[config.mk]
export PLATFORM = sky130hd
export DESIGN_NAME = multicycle_ctrl
export DESIGN_NICKNAME = d
export VERILOG_FILES = /design/src/rtl/ctrl_pkg.sv /design/src/rtl/ctrl_decode.sv /design/src/rtl/multicycle_ctrl.sv
export SDC_FILE = /design/constraint.sdc
export NUM_CORES = 1
export LEC_CHECK = 0
export ABC_AREA = 1
export CAP_MARGIN = 20
export CORE_ASPECT_RATIO = 2
export CORE_UTILIZATION = 39
export DETAILED_ROUTE_END_ITERATION = 7
export HOLD_SLACK_MARGIN = 0.03
export PLACE_DENSITY = 0.7
export SLEW_MARGIN = 20
export SYNTH_ARGS = -nofsm -noshare
export SYNTH_HDL_FRONTEND = slang
export SYNTH_SLANG_ARGS = --single-unit
[constraint.sdc]
create_clock -name clk -period 2.3 [get_ports clk]
set_input_delay 0.46 -clock clk [delete_from_list [all_inputs] [get_ports clk]]
set_output_delay 0.46 -clock clk [all_outputs]
set_load 0.02 [all_outputs]
[src/rtl/ctrl_pkg.sv]
// Shared types, opcode/ALUOp encodings and opcode classification for the
// multicycle control unit.
package ctrl_pkg;

  localparam int unsigned OP_W   = 4;
  localparam int unsigned ALU_W  = 3;
  localparam int unsigned WAIT_W = 4;

  typedef enum logic [2:0] {
    S_IDLE,
    S_FETCH,
    S_DECODE,
    S_EXEC,
    S_MEM,
    S_HALT
  } state_e;

  typedef enum logic [2:0] {
    C_ALU,
    C_IMM,
    C_BRANCH,
    C_LOAD,
    C_STORE,
    C_HALT,
    C_NOP
  } op_class_e;

  localparam logic [OP_W-1:0] OP_STORE = 4'b0000;
  localparam logic [OP_W-1:0] OP_ADD   = 4'b0001;
  localparam logic [OP_W-1:0] OP_LOAD  = 4'b0010;
  localparam logic [OP_W-1:0] OP_SUB   = 4'b0011;
  localparam logic [OP_W-1:0] OP_AND   = 4'b0100;
  localparam logic [OP_W-1:0] OP_XOR   = 4'b0101;
  localparam logic [OP_W-1:0] OP_SHL   = 4'b0110;
  localparam logic [OP_W-1:0] OP_SHR   = 4'b0111;
  localparam logic [OP_W-1:0] OP_ADDI  = 4'b1000;
  localparam logic [OP_W-1:0] OP_BRZ   = 4'b1001;
  localparam logic [OP_W-1:0] OP_HALT  = 4'b1111;

  localparam logic [ALU_W-1:0] ALU_ADD  = 3'b000;
  localparam logic [ALU_W-1:0] ALU_SUB  = 3'b001;
  localparam logic [ALU_W-1:0] ALU_AND  = 3'b010;
  localparam logic [ALU_W-1:0] ALU_XOR  = 3'b011;
  localparam logic [ALU_W-1:0] ALU_SHL  = 3'b100;
  localparam logic [ALU_W-1:0] ALU_SHR  = 3'b101;
  localparam logic [ALU_W-1:0] ALU_PASS = 3'b111;

  typedef struct packed {
    op_class_e              cls;
    logic [ALU_W-1:0]       aluop;
  } op_dec_t;

  // Class plus the ALUOp the instruction drives in EXEC.
  function automatic op_dec_t decode_op(input logic [OP_W-1:0] op);
    op_dec_t d;
    d.cls   = C_NOP;
    d.aluop = ALU_PASS;
    case (op)
      OP_ADD:   begin d.cls = C_ALU;    d.aluop = ALU_ADD; end
      OP_SUB:   begin d.cls = C_ALU;    d.aluop = ALU_SUB; end
      OP_AND:   begin d.cls = C_ALU;    d.aluop = ALU_AND; end
      OP_XOR:   begin d.cls = C_ALU;    d.aluop = ALU_XOR; end
      OP_SHL:   begin d.cls = C_ALU;    d.aluop = ALU_SHL; end
      OP_SHR:   begin d.cls = C_ALU;    d.aluop = ALU_SHR; end
      OP_ADDI:  begin d.cls = C_IMM;    d.aluop = ALU_ADD; end
      OP_BRZ:   begin d.cls = C_BRANCH; d.aluop = ALU_SUB; end
      OP_LOAD:  begin d.cls = C_LOAD;   d.aluop = ALU_ADD; end
      OP_STORE: begin d.cls = C_STORE;  d.aluop = ALU_ADD; end
      OP_HALT:  begin d.cls = C_HALT;   d.aluop = ALU_PASS; end
      default:  begin d.cls = C_NOP;    d.aluop = ALU_PASS; end
    endcase
    return d;
  endfunction

endpackage

[src/rtl/ctrl_decode.sv]
// Combinational opcode decoder: registered opcode -> class and ALUOp.
module ctrl_decode
  import ctrl_pkg::*;
(
  input  logic [OP_W-1:0] opcode,
  output op_dec_t         dec_c
);

  assign dec_c = decode_op(opcode);

endmodule

[src/rtl/multicycle_ctrl.sv]
// Multicycle control unit: FETCH/DECODE/EXEC/MEM sequencing, memory wait
// states, halt/start handling and a retired-instruction counter.
module multicycle_ctrl
  import ctrl_pkg::*;
#(
  parameter int unsigned OPWIDTH   = 3,
  parameter int unsigned MCODEBITS = 9,
  parameter int unsigned OPBITS    = 4,
  parameter int unsigned MEM_LAT   = 2,
  parameter int unsigned CNTW      = 16
) (
  input  logic                 clk,
  input  logic                 rst_n,
  input  logic                 start,
  input  logic [MCODEBITS-1:0] instr,
  input  logic                 zero,
  output logic                 ir_load,
  output logic                 pc_en,
  output logic                 RegDst,
  output logic                 Branch,
  output logic                 MemtoReg,
  output logic                 MemWrite,
  output logic                 ALUSrc,
  output logic                 RegWrite,
  output logic [OPWIDTH-1:0]   ALUOp,
  output logic                 done,
  output logic [CNTW-1:0]      instr_cnt
);

  state_e              state_q, state_d;
  logic [OPBITS-1:0]   op_q, op_d;
  logic [WAIT_W-1:0]   wait_q, wait_d;
  logic [CNTW-1:0]     instr_cnt_q, instr_cnt_d;
  op_dec_t             dec_c;
  logic                unused_instr_c;

  // Only the opcode field of the instruction matters to the controller.
  assign unused_instr_c = ^instr[MCODEBITS-OPBITS-1:0];

  ctrl_decode u_decode (
    .opcode (OP_W'(op_q)),
    .dec_c  (dec_c)
  );

  // Next state plus Moore outputs; Branch alone follows the live zero flag.
  always_comb begin
    state_d     = state_q;
    op_d        = op_q;
    wait_d      = wait_q;
    ir_load     = 1'b0;
    pc_en       = 1'b0;
    RegDst      = 1'b0;
    Branch      = 1'b0;
    MemtoReg    = 1'b0;
    MemWrite    = 1'b0;
    ALUSrc      = 1'b0;
    RegWrite    = 1'b0;
    ALUOp       = {OPWIDTH{1'b1}};
    done        = 1'b0;

    unique case (state_q)
      S_IDLE: begin
        if (start) state_d = S_FETCH;
      end
      S_FETCH: begin
        ir_load = 1'b1;
        op_d    = instr[MCODEBITS-1 -: OPBITS];
        state_d = S_DECODE;
      end
      S_DECODE: begin
        state_d = (dec_c.cls == C_HALT) ? S_HALT : S_EXEC;
      end
      S_EXEC: begin
        ALUOp   = OPWIDTH'(dec_c.aluop);
        state_d = S_FETCH;
        case (dec_c.cls)
          C_ALU: begin
            RegWrite = 1'b1;
            pc_en    = 1'b1;
          end
          C_IMM: begin
            ALUSrc   = 1'b1;
            RegWrite = 1'b1;
            pc_en    = 1'b1;
          end
          C_BRANCH: begin
            Branch = zero;
            pc_en  = 1'b1;
          end
          C_LOAD, C_STORE: begin
            ALUSrc  = 1'b1;
            wait_d  = WAIT_W'(MEM_LAT);
            state_d = S_MEM;
          end
          default: begin
            pc_en = 1'b1;
          end
        endcase
      end
      S_MEM: begin
        MemWrite = (dec_c.cls == C_STORE);
        MemtoReg = (dec_c.cls == C_LOAD);
        if (wait_q != '0) begin
          wait_d = wait_q - WAIT_W'(1);
        end else begin
          RegWrite = (dec_c.cls == C_LOAD);
          pc_en    = 1'b1;
          state_d  = S_FETCH;
        end
      end
      S_HALT: begin
        done = 1'b1;
        if (start) state_d = S_FETCH;
      end
      default: state_d = S_IDLE;
    endcase

    instr_cnt_d = instr_cnt_q + CNTW'(pc_en);
  end

  always_ff @(posedge clk or negedge rst_n) begin
    if (!rst_n) begin
      state_q     <= S_IDLE;
      op_q        <= '0;
      wait_q      <= '0;
      instr_cnt_q <= '0;
    end else begin
      state_q     <= state_d;
      op_q        <= op_d;
      wait_q      <= wait_d;
      instr_cnt_q <= instr_cnt_d;
    end
  end

  assign instr_cnt = instr_cnt_q;

endmodule

# Word-level counts from Yosys, hierarchy flattened
# Memory sizes are Yosys's and may differ from the RTL's.
# Cells that the tools add are included.
[op_classes]
addsub = 2
n_eq_ne = 14
mux = 23
reduce_logical = 10
[ops]
columns = ["operator", "count"]
rows = [
  ["16-bit by 1-bit adder with 16-bit output", 1],
  ["3-bit two-way mux", 5],
  ["3-bit case mux with 5 select lines", 1],
  ["3-bit by 2-bit == test with 1-bit output, second input constant", 4],
  ["3-bit == test, second input constant", 4],
  ["1-bit two-way mux", 12],
  ["4-bit two-way mux", 2],
  ["4-bit case mux with 2 select lines", 1],
  ["3-bit by 1-bit == test with 1-bit output, second input constant", 2],
  ["3-bit zero test", 2],
  ["2-bit != test, second input constant", 3],
  ["2-bit OR reduction", 3],
  ["1-bit case mux with 2 select lines", 2],
  ["4-bit nonzero test", 1],
  ["4-bit by 1-bit subtractor with 4-bit output, second input constant", 1],
  ["3-bit AND reduction", 1],
  ["3-bit OR reduction", 1],
  ["2-bit by 1-bit != test with 1-bit output, second input constant", 1],
  ["2-bit AND reduction", 1],
  ["2-bit nonzero test", 1],
]
[totals]
ff_bits = 27
romBits = 96
inputBits = 13
out_inout_bits = 28
wordCells = 54
mem_count = 1
[memory_table]
columns = ["name", "words", "width", "read_ports", "rd_clocked_by_memory_dff", "write_ports", "line", "text"]
rows = [
  ["(no name shown)", 16, 6, 1, 0, 0, "ctrl_pkg.sv:58", "case (op)"],
]

# Depth between registers and ports, before layout
# Gate-level depths: netlist of the first run.
# An unclocked memory read counts as a cell.
[depth]
depth_word = 6
depth_mapped = 14
mapped_depth_nobuf = 14

# By module
# A second synthesis of the first run with hierarchy kept.
[unflattened]
cells_unflattened = 214
hier_area_um2 = 1596.5
[by_module_without_submodules]
columns = ["mod", "instances", "cells_each", "area_each_um2", "seq_area_each_um2"]
rows = [
  ["multicycle_ctrl", 1, 192, 1498.9, 675.6],
  ["ctrl_decode", 1, 22, 97.6, 0.0],
]

# Least setup slack after synthesis of the first run
# OpenSTA, ideal clock, no wires.
[synth_path]
path_type = "reg2reg"
startpoint = "register wait_q[0]"
endpoint = "register instr_cnt_q[14] (netlist: instr_cnt[14])"
setup_time_ps = 117
arrival_ps = 1946
t_required_ps = 2183
path_slack_ps = 237
path_stages_with_launch = 14
n_path_buf = 0
synth_period_minus_slack_ps = 2063
cell_sequence = "dfrtp_1 inv_1 ha_1 nand2_1 nor2_1 nand2_2 nand2_1 ha_1 ha_1 nand3_1 nor2_1 nand3_1 nand2_1 nand2_1"
[synth_between]
elab_chain_cells = 4
[synth_lines]
columns = ["item", "line", "text"]
rows = [
  ["start, declared", "multicycle_ctrl.sv:32", "logic [WAIT_W-1:0] wait_q, wait_d;"],
  ["start signal, assigned", "multicycle_ctrl.sv:130", "wait_q <= wait_d;"],
  ["4-bit nonzero test", "multicycle_ctrl.sv:103", "if (wait_q != '0) begin"],
  ["1-bit two-way mux", "multicycle_ctrl.sv:103", ""],
  ["1-bit case mux with 2 select lines", "multicycle_ctrl.sv:61", "unique case (state_q)"],
  ["via pc_en", "multicycle_ctrl.sv:18", "output logic pc_en,"],
  ["16-bit by 1-bit adder with 16-bit output", "multicycle_ctrl.sv:118", "instr_cnt_d = instr_cnt_q + CNTW'(pc_en);"],
  ["via instr_cnt_d[14]", "multicycle_ctrl.sv:33", "logic [CNTW-1:0] instr_cnt_q, instr_cnt_d;"],
  ["end signal, assigned", "multicycle_ctrl.sv:131", "instr_cnt_q <= instr_cnt_d;"],
  ["end, declared", "multicycle_ctrl.sv:33", ""],
]
# The timed path passes the listed nets, and every way through them passes these cells.
# A chain may end at the register's enable or synchronous reset.

# Final worst setup path of the first run
[layout_path]
startpoint = "register state_q[0]"
endpoint = "output ir_load"
[layout_between]
elab_chain_cells = 2
[layout_lines]
columns = ["item", "line", "text"]
rows = [
  ["start, declared", "multicycle_ctrl.sv:30", "state_e state_q, state_d;"],
  ["start signal, assigned", "multicycle_ctrl.sv:128", "state_q <= state_d;"],
  ["3-bit by 1-bit == test with 1-bit output", "multicycle_ctrl.sv:61", ""],
  ["1-bit two-way mux", "multicycle_ctrl.sv:61", ""],
  ["end, declared", "multicycle_ctrl.sv:17", "output logic ir_load,"],
]
# Every way passes these cells.

==> results of run 1 <==
## tightest hold or removal path: cells and delay by family (launching register included)
kind	cells	cell delay, ns
flip-flops	1	0.36
AND/OR/NAND/NOR	2	0.10
## routing by layer
layer,track usage (%),vias up,wire [um]
met5,0,-,0
met4,6.90,0,76
met3,1.97,6,112
met2,36.1,34,2000
met1,17.7,666,1230
li1,-,737,-
## what timing repair did
item | 4_1_cts | 5_1_grt
gates cloned | 0 | 0
setup buffers | 0 | 0
gates resized for setup | 9 | 3
setup endpoints to repair | 7 | 3
## cells in the mapped netlist (all sizes together)
cell / instances / area share [%]
xor2: 6 / 3.4
buf: 2 / 0.96
nand2: 74 / 19
inv: 24 / 5.8
and2: 1 / 0.40
nand4: 4 / 1.6
a21oi: 2 / 0.64
o22ai: 1 / 0.40
nand3: 17 / 6.1
nor3: 4 / 1.6
dfrtp: 27 / 43
conb: 1 / 0.24
ha: 4 / 3.2
clkinv: 2 / 0.48
nor2: 27 / 7.6
and3b: 1 / 0.56
o21ai: 8 / 2.6
nor3b: 1 / 0.48
nand3b: 1 / 0.48
xnor2: 3 / 1.7
## metrics by stage
stage / instance area [um2] / setup slack [ns] / TNS (ns)
floorplan: 1570 / 0.237 / 0
global placement: 1990 / 0.0859 / 0
detailed placement: 1990 / 0.0943 / 0
CTS: 2030 / 0.0134 / 0
global route: 2030 / -0.0468 / -0.0468
finish: 2030 / 0.108 / 0
## final timing paths
path | startpoint | to | slack (ns) | depth (start not counted)
worst min-delay path | wait_q[0] | wait_q[0] | 0.49 | 2
worst min register to register | wait_q[0] | wait_q[0] | 0.49 | 2
min in group asynchronous | rst_n | instr_cnt[11] | 0.56 | 2
worst max-delay path | state_q[0] | ir_load | 0.11 | 5
worst max register to register | wait_q[1] | instr_cnt[14] | 0.21 | 13
max in group asynchronous | rst_n | state_q[0] | 1.46 | 2
## where the power goes
group	switching (uW)	total (uW)	internal, uW
clock network	153	274	122
registers	160	763	603
logic	624	1040	415
## cells by family after synthesis
logic type	after synthesis	synth area share [%]
xor gates and xnor gates	9	5.03
adders and majority gates	4	3.20
buffers and inverters	28	7.19
other	1	0.239
AOI/OAI and AO/OA	11	3.59
DFF	27	43.1
and+or+nand+nor	130	37.6
## final cells by class
cell class | instances | area (um2) | area share (%)
Multi-Input combinational cell | 155 | 781 | 38.4
Sequential cell | 27 | 678 | 33.4
Inverter | 26 | 98.8 | 4.86
Clock inverter | 1 | 5.00 | 0.246
Clock buffer | 3 | 41.3 | 2.03
Tap cell | 51 | 63.8 | 3.14
Timing Repair Buffer | 38 | 364 | 17.9
## flip-flops by register name, indices dropped and copies added, names as in the netlist
| signal | count |
|---|---|
| wait_q | 4 |
| op_q | 4 |
| instr_cnt | 16 |
| state_q | 3 |
==> results.cfg, run 1 <==
[status]
status = finished clean

[cts]
cts.clk_slew.worst_paths_ns = 0.09
cts_tree = built
clockRootBuffer = clkbuf_8
insertion_delay_ns = 0.27
clkSinkCount = 27
cts_hold_buf = 0
htreeDepth = 1
cts.path.max_buffers = 2
cts_buffers = 3

[synth]
ys.warnings.count = 0
syn_area_um2 = 1570
synth-seq-cells = 27
avgSynthCellArea_um2 = 7.46
postSynthNetCount = 227
netlist-cell-type-count = 27
synth_cells = 210
yosysSeqAreaShare_pct = 43.1

[worst_hold_path]
hold_path.class = reg -> reg

[power]
powerDensity_nw_per_um2 = 1020
max-vdd-ir-drop_mv = 0.697
power_leakage_uw = 0.000991
total_power_uw = 2080

[critical_path]
arrival_ns = 1.73
start_kind = flip-flop
required_ns = 1.84
crit_buf_inv = 3
crit_path_cell_trace = inv_2 -> nor2_1 -> nand2_1 -> inv_2 -> clkdlybuf4s50_1
cp-end-kind = output pin
cpPeakStageDelay_ns = 0.62
cp_slowest_cell = clkdlybuf4s50_1
critical_path_class = reg -> out
critPathMaxFanout = 8
cp_common_cell = inv_2
critPathTopFamily = buffers and inverters

[finish]
final_common_cell = nand2_1
nNetsFinal = 268
area_delta_synth_final_pct = 29.7
insertedDiodeCount = 0
nFillCells = 408
finalNonFillerCells = 301
final_cell_mix = nand2_1, clkdlybuf4s50_1, dfrtp_1
fin_util_pct = 52.9
drive_gt1_share_pct = 12.8

[sta]
fmax_mhz = 456
timing.final.crit_share_pct = 95.3
rsz0062_at_grt = true
finalHoldViolCount = 0
holdWs_ns = 0.486
final.setup_skew_ns = 0.00205
final_max_slew_viol_count = 0
setup_viol = 0
post-route-min-period_ns = 2.19

[floorplanning]
die_area_um2 = 4290
initial_utilization_pct = 40.8
io_pins = 41
die_height_um = 91.6
coreArea_um2 = 3840
rows = 32
die_w_um = 46.8

[routing]
postRouteAntennaNets = 0
dr.pass1.iters = 3
drt_iter0_markers = 21
vias_per_cell = 4.79
drcViolationCount = 0
via_count = 1443
drt-total-wl_um = 3420
wl_per_cell_um = 11.4

[placement]
portBuffers = 34
hpwl_um = 2750
place_inst = 297
gp_congestion = 0.812

[global_route]
grtUsageTotal_pct = 18.6
overflow = 0
grt_max_degree = 28
antenna_found_initial = 0
grt_first_pass_wirelength_um = 5860
grt_pass1_vias = 1411

[run]
drv_cap = 0
No activity file was read; power rests on OpenSTA's default activity.
==> run 2: changes to the inputs <==
--- a/config.mk
+++ b/config.mk
@@ -12,6 +12,7 @@
 export DETAILED_ROUTE_END_ITERATION = 7
 export HOLD_SLACK_MARGIN = 0.03
 export PLACE_DENSITY = 0.7
+export SKIP_CTS_REPAIR_TIMING = 1
 export SLEW_MARGIN = 20
 export SYNTH_ARGS = -nofsm -noshare
 export SYNTH_HDL_FRONTEND = slang
==> run 2 against run 1 <==
Effect of this change:
- critical path depth unchanged
- hold slack got worse by 0.00084 ns
- via count increased by 0.49%
- final cell count increased by 0.33%
- first-iteration DRC count decreased by 9.5%
- non-clock buffer count increased by 1
- register-to-register slack improved by 0.04 ns
- power increased by 1.1%
- critical endpoint unchanged
==> results.cfg, run 2 (synthesis results as in run 1) <==
[status]
status = finished clean

[critical_path]
crit_path_cell_trace = inv_2 -> nor2_1 -> nand2_1 -> inv_2 -> clkdlybuf4s50_1
critPathMaxFanout = 8
required_ns = 1.84
critPathTopFamily = buffers and inverters
start_kind = flip-flop
arrival_ns = 1.73
cpPeakStageDelay_ns = 0.62
cp-end-kind = output pin
cp_slowest_cell = clkdlybuf4s50_1
crit_buf_inv = 3
critical_path_class = reg -> out
cp_common_cell = inv_2

[sta]
rsz0062_at_grt = false
setup_viol = 0
setup_slack_ns = 0.109
final_max_slew_viol_count = 0
final.setup_skew_ns = 0.00194
fmax_mhz = 456
finalHoldViolCount = 0
timing.final.crit_share_pct = 95.3
post-route-min-period_ns = 2.19

[finish]
insertedDiodeCount = 0
final_common_cell = nand2_1
nNetsFinal = 269
regArea_um2 = 678
multi_input_area_um2 = 786
final_cell_mix = nand2_1, clkdlybuf4s50_1, dfrtp_1
nFillCells = 399
drive_gt1_share_pct = 13.5
largest_reg_flops = 16
area_delta_synth_final_pct = 32.1
finalNonFillerCells = 302

[cts]
cts.path.max_buffers = 2
clockRootBuffer = clkbuf_8
clkSinkCount = 27
insertion_delay_ns = 0.27
cts_tree = built
cts.clk_slew.worst_paths_ns = 0.09
htreeDepth = 1
cts_buffers = 3

[worst_hold_path]
hold_path.class = reg -> reg

[power]
powerDensity_nw_per_um2 = 1020
total_power_uw = 2100
power_leakage_uw = 0.00108
max-vdd-ir-drop_mv = 0.717

[global_route]
grt_pass1_vias = 1411
grt_max_degree = 28
grtUsageTotal_pct = 18.5
antenna_found_initial = 0
overflow = 0
grt_first_pass_wirelength_um = 5840

[routing]
vias_per_cell = 4.80
drt_iter0_markers = 19
drt-total-wl_um = 3470
wl_per_cell_um = 11.5
postRouteAntennaNets = 0
drcViolationCount = 0
dr.pass1.iters = 4
via_count = 1450

[floorplanning]
initial_utilization_pct = 40.8
coreArea_um2 = 3840
die_height_um = 91.6
rows = 32
die_area_um2 = 4290
die_w_um = 46.8
io_pins = 41

[placement]
portBuffers = 34
hpwl_um = 2750
gp_congestion = 0.812
place_inst = 297
preCtsSetupSlack_ns = 0.0943

[run]
drv_cap = 0
-- run 2: cell count changes in the layout (fill, tap and decap cells not counted) --
| cell | change |
|---|---|
| buf_4 | +1 |
| nand3_1 | -1 |
| dlymetal6s2s_1 | +7 |
| dlygate4sd2_1 | -7 |
| clkinv_2 | -1 |
| inv_2 | +1 |
| nand3_2 | +1 |
-- run 2: through the flow --
step	utilization [%]	hold WS [ns]	TNS, ns	instance area [um2]
after floorplan	-	0.164	0	1570
after global placement	51.7	0.458	0	1990
after detailed placement	51.7	0.464	0	1990
after CTS	52.9	0.490	-0.625	2030
after global routing	53.8	0.515	0	2070
final	53.8	0.486	0	2070
-- run 2: layer usage --
layer	track usage [%]	vias to the layer above	wire length, um
met4	6.90	0	63
met5	0	-	0
met3	1.97	4	113
met1	17.7	672	1230
li1	-	738	-
met2	35.9	36	2070
-- run 2: tightest hold or removal path, cell delays in order, from the launching register on --
cell and delay (ns):
dfrtp_1 0.36, nand2_1 0.05, nand2_1 0.05
-- run 2: power breakdown --
group          leakage [uW]  switching, uW  internal (uW)
combinational      0.000702            628            433
sequential         0.000352            163            603
clock             0.0000255            151            122
-- run 2: worst paths after layout --
path,startpoint,to,slack (ns),depth (start not counted)
setup / recovery,state_q[0],ir_load,0.11,5
hold / removal,wait_q[0],wait_q[0],0.49,2
setup reg to reg,wait_q[1],instr_cnt[6],0.25,12
hold reg to reg,wait_q[0],wait_q[0],0.49,2
max in group asynchronous,rst_n,state_q[0],1.46,2
min in group asynchronous,rst_n,instr_cnt[11],0.56,2
-- run 2: area by class of cell --
class / instances / area share (%)
Sequential cell: 27 / 32.8
Inverter: 26 / 4.72
Tap cell: 51 / 3.08
Timing Repair Buffer: 39 / 19.2
Multi-Input combinational cell: 155 / 38.0
Clock inverter: 1 / 0.242
Clock buffer: 3 / 2.00
==> run 3: changes to the inputs <==
--- a/config.mk
+++ b/config.mk
@@ -12,6 +12,7 @@
 export DETAILED_ROUTE_END_ITERATION = 7
 export HOLD_SLACK_MARGIN = 0.03
 export PLACE_DENSITY = 0.7
+export RECOVER_POWER = 25
 export SKIP_CTS_REPAIR_TIMING = 1
 export SLEW_MARGIN = 20
 export SYNTH_ARGS = -nofsm -noshare
==> constraint.sdc (replaced) <==
create_clock -name clk -period 2.2 [get_ports clk]
set_input_delay 0.44 -clock clk [delete_from_list [all_inputs] [get_ports clk]]
set_output_delay 0.44 -clock clk [all_outputs]
set_load 0.02 [all_outputs]
==> run 3 against run 2 <==
Effect of this change:
- first-iteration DRC count shrank 21%
- critical path depth is the same
- global-route usage grew 0.23 points
- sequential power grew 3.5%
- core utilization grew 1.4 points
- die area is the same
- sequential share of layout area shrank 0.85 points
- clock skew grew 0.00086 ns
- hold slack lost 0.0039 ns
- worst setup slack gained 0.0038 ns
- critical path type unchanged
- combinational power grew 11%
- clock power grew 3%
==> results.cfg, run 3 (synthesis results as in run 1) <==
[critical_path]
cp_slowest_cell = clkdlybuf4s50_1
cp-end-kind = output pin
cp_common_cell = nand2_1
arrival_ns = 1.65
critical_path_class = reg -> out
rr_worst_depth = 12
crit_buf_inv = 2
critPathTopFamily = buffers and inverters
critPathMaxFanout = 5
crit_path_cell_trace = inv_1 -> nand2_1 -> o21ai_0 -> nand2_1 -> clkdlybuf4s50_1
cpPeakStageDelay_ns = 0.54
cp_num_cells = 5
start_kind = flip-flop
required_ns = 1.76

[global_route]
grt_first_pass_wirelength_um = 5890
overflow = 0
grtUsageTotal_pct = 18.7
antenna_found_initial = 0
grt_pass1_vias = 1420
grt_max_degree = 28

[finish]
finalNonFillerCells = 306
nNetsFinal = 273
final_cell_mix = nand2_1, dfrtp_1, clkdlybuf4s50_1
area_delta_synth_final_pct = 35.6
drive_gt1_share_pct = 15.3
insertedDiodeCount = 0
final_common_cell = nand2_1
largest_reg_flops = 16

[sta]
final_max_slew_viol_count = 0
timing.final.crit_share_pct = 94.9
final.setup_skew_ns = 0.00280
rsz0062_at_grt = true
setup_slack_ns = 0.112
finalHoldViolCount = 0
setup_viol = 0
fmax_mhz = 479
post-route-min-period_ns = 2.09

[routing]
via_count = 1486
wl_per_cell_um = 11.7
drt-total-wl_um = 3570
drcViolationCount = 0
drt_iter0_markers = 15
dr.pass1.iters = 4
postRouteAntennaNets = 0
vias_per_cell = 4.86

[floorplanning]
io_pins = 41
die_area_um2 = 4290
die_w_um = 46.8
die_height_um = 91.6
rows = 32
coreArea_um2 = 3840
initial_utilization_pct = 40.8

[placement]
portBuffers = 34
place_inst = 301
gp_congestion = 0.791
hpwl_um = 2730
preCtsSetupSlack_ns = 0.0248

[cts]
insertion_delay_ns = 0.27
htreeDepth = 1
cts.path.max_buffers = 2
clkSinkCount = 27
cts.clk_slew.worst_paths_ns = 0.09
cts_buffers = 3
cts_tree = built
clockRootBuffer = clkbuf_8

[worst_hold_path]
hold_depth = 2
hold_path.class = reg -> reg

[power]
power_leakage_uw = 0.00110
powerDensity_nw_per_um2 = 1060
max-vdd-ir-drop_mv = 0.618

[status]
status = finished clean

[run]
drv_cap = 0
==> run 3: cell count changes in the layout (fill, tap and decap cells not counted), sizes merged <==
cell           change
inv                -1
dlygate4sd3        +1
clkinv             +1
clkdlybuf4s50      -2
dlymetal6s2s       +1
buf                +4
==> run 3: layer usage <==
layer | up-vias | share of wire, % | global-route usage, %
met5 | - | 0 | 0
met4 | 0 | 1.3 | 8.10
met3 | 4 | 2.9 | 2.17
met2 | 36 | 60 | 34.7
met1 | 699 | 36 | 19.0
li1 | 747 | - | -
==> run 3: tightest hold or removal path, delay by kind of cell, from the launching register on <==
kind             cells  cell delay, ns
flip-flops           1            0.35
AND/OR/NAND/NOR      2            0.10
==> run 3: path summary, 6_finish.rpt <==
check,endpoint,from,slack [ns]
setup / recovery,ALUOp[1],op_q[1],0.11
hold / removal,wait_q[0],wait_q[0],0.48
setup reg to reg,instr_cnt[6],wait_q[1],0.20
hold reg to reg,wait_q[0],wait_q[0],0.48
max in group asynchronous,state_q[2],rst_n,1.30
min in group asynchronous,instr_cnt[15],rst_n,0.62
==> run 3: area by class of cell <==
cell class / instances / area, um2
inverter: 26 / 100
clock buffer: 3 / 41.3
sequential: 27 / 678
clock inverter: 1 / 5.00
multi-input combinational: 155 / 806
tap: 51 / 63.8
timing repair buffer: 43 / 430
fill: 376 / 1720
==> run 3: where the power goes <==
part,switching (uW),internal [uW],leakage [uW]
Clock,155,127,0.0000255
Combinational,690,491,0.000727
Sequential,163,631,0.000352
==> run 3: stage by stage <==
stage               area (um2)  hold WS (ns)  TNS [ns]  total power, uW  utilization, %
floorplan                 1570         0.144         0             1510               -
global placement          2020         0.457         0             1960            52.4
detailed placement        2020         0.467         0             1980            52.4
CTS                       2060         0.490     -1.07             2270            53.6
global route              2120         0.528   -0.0186             2450            55.3
finish                    2120         0.482         0             2260            55.3
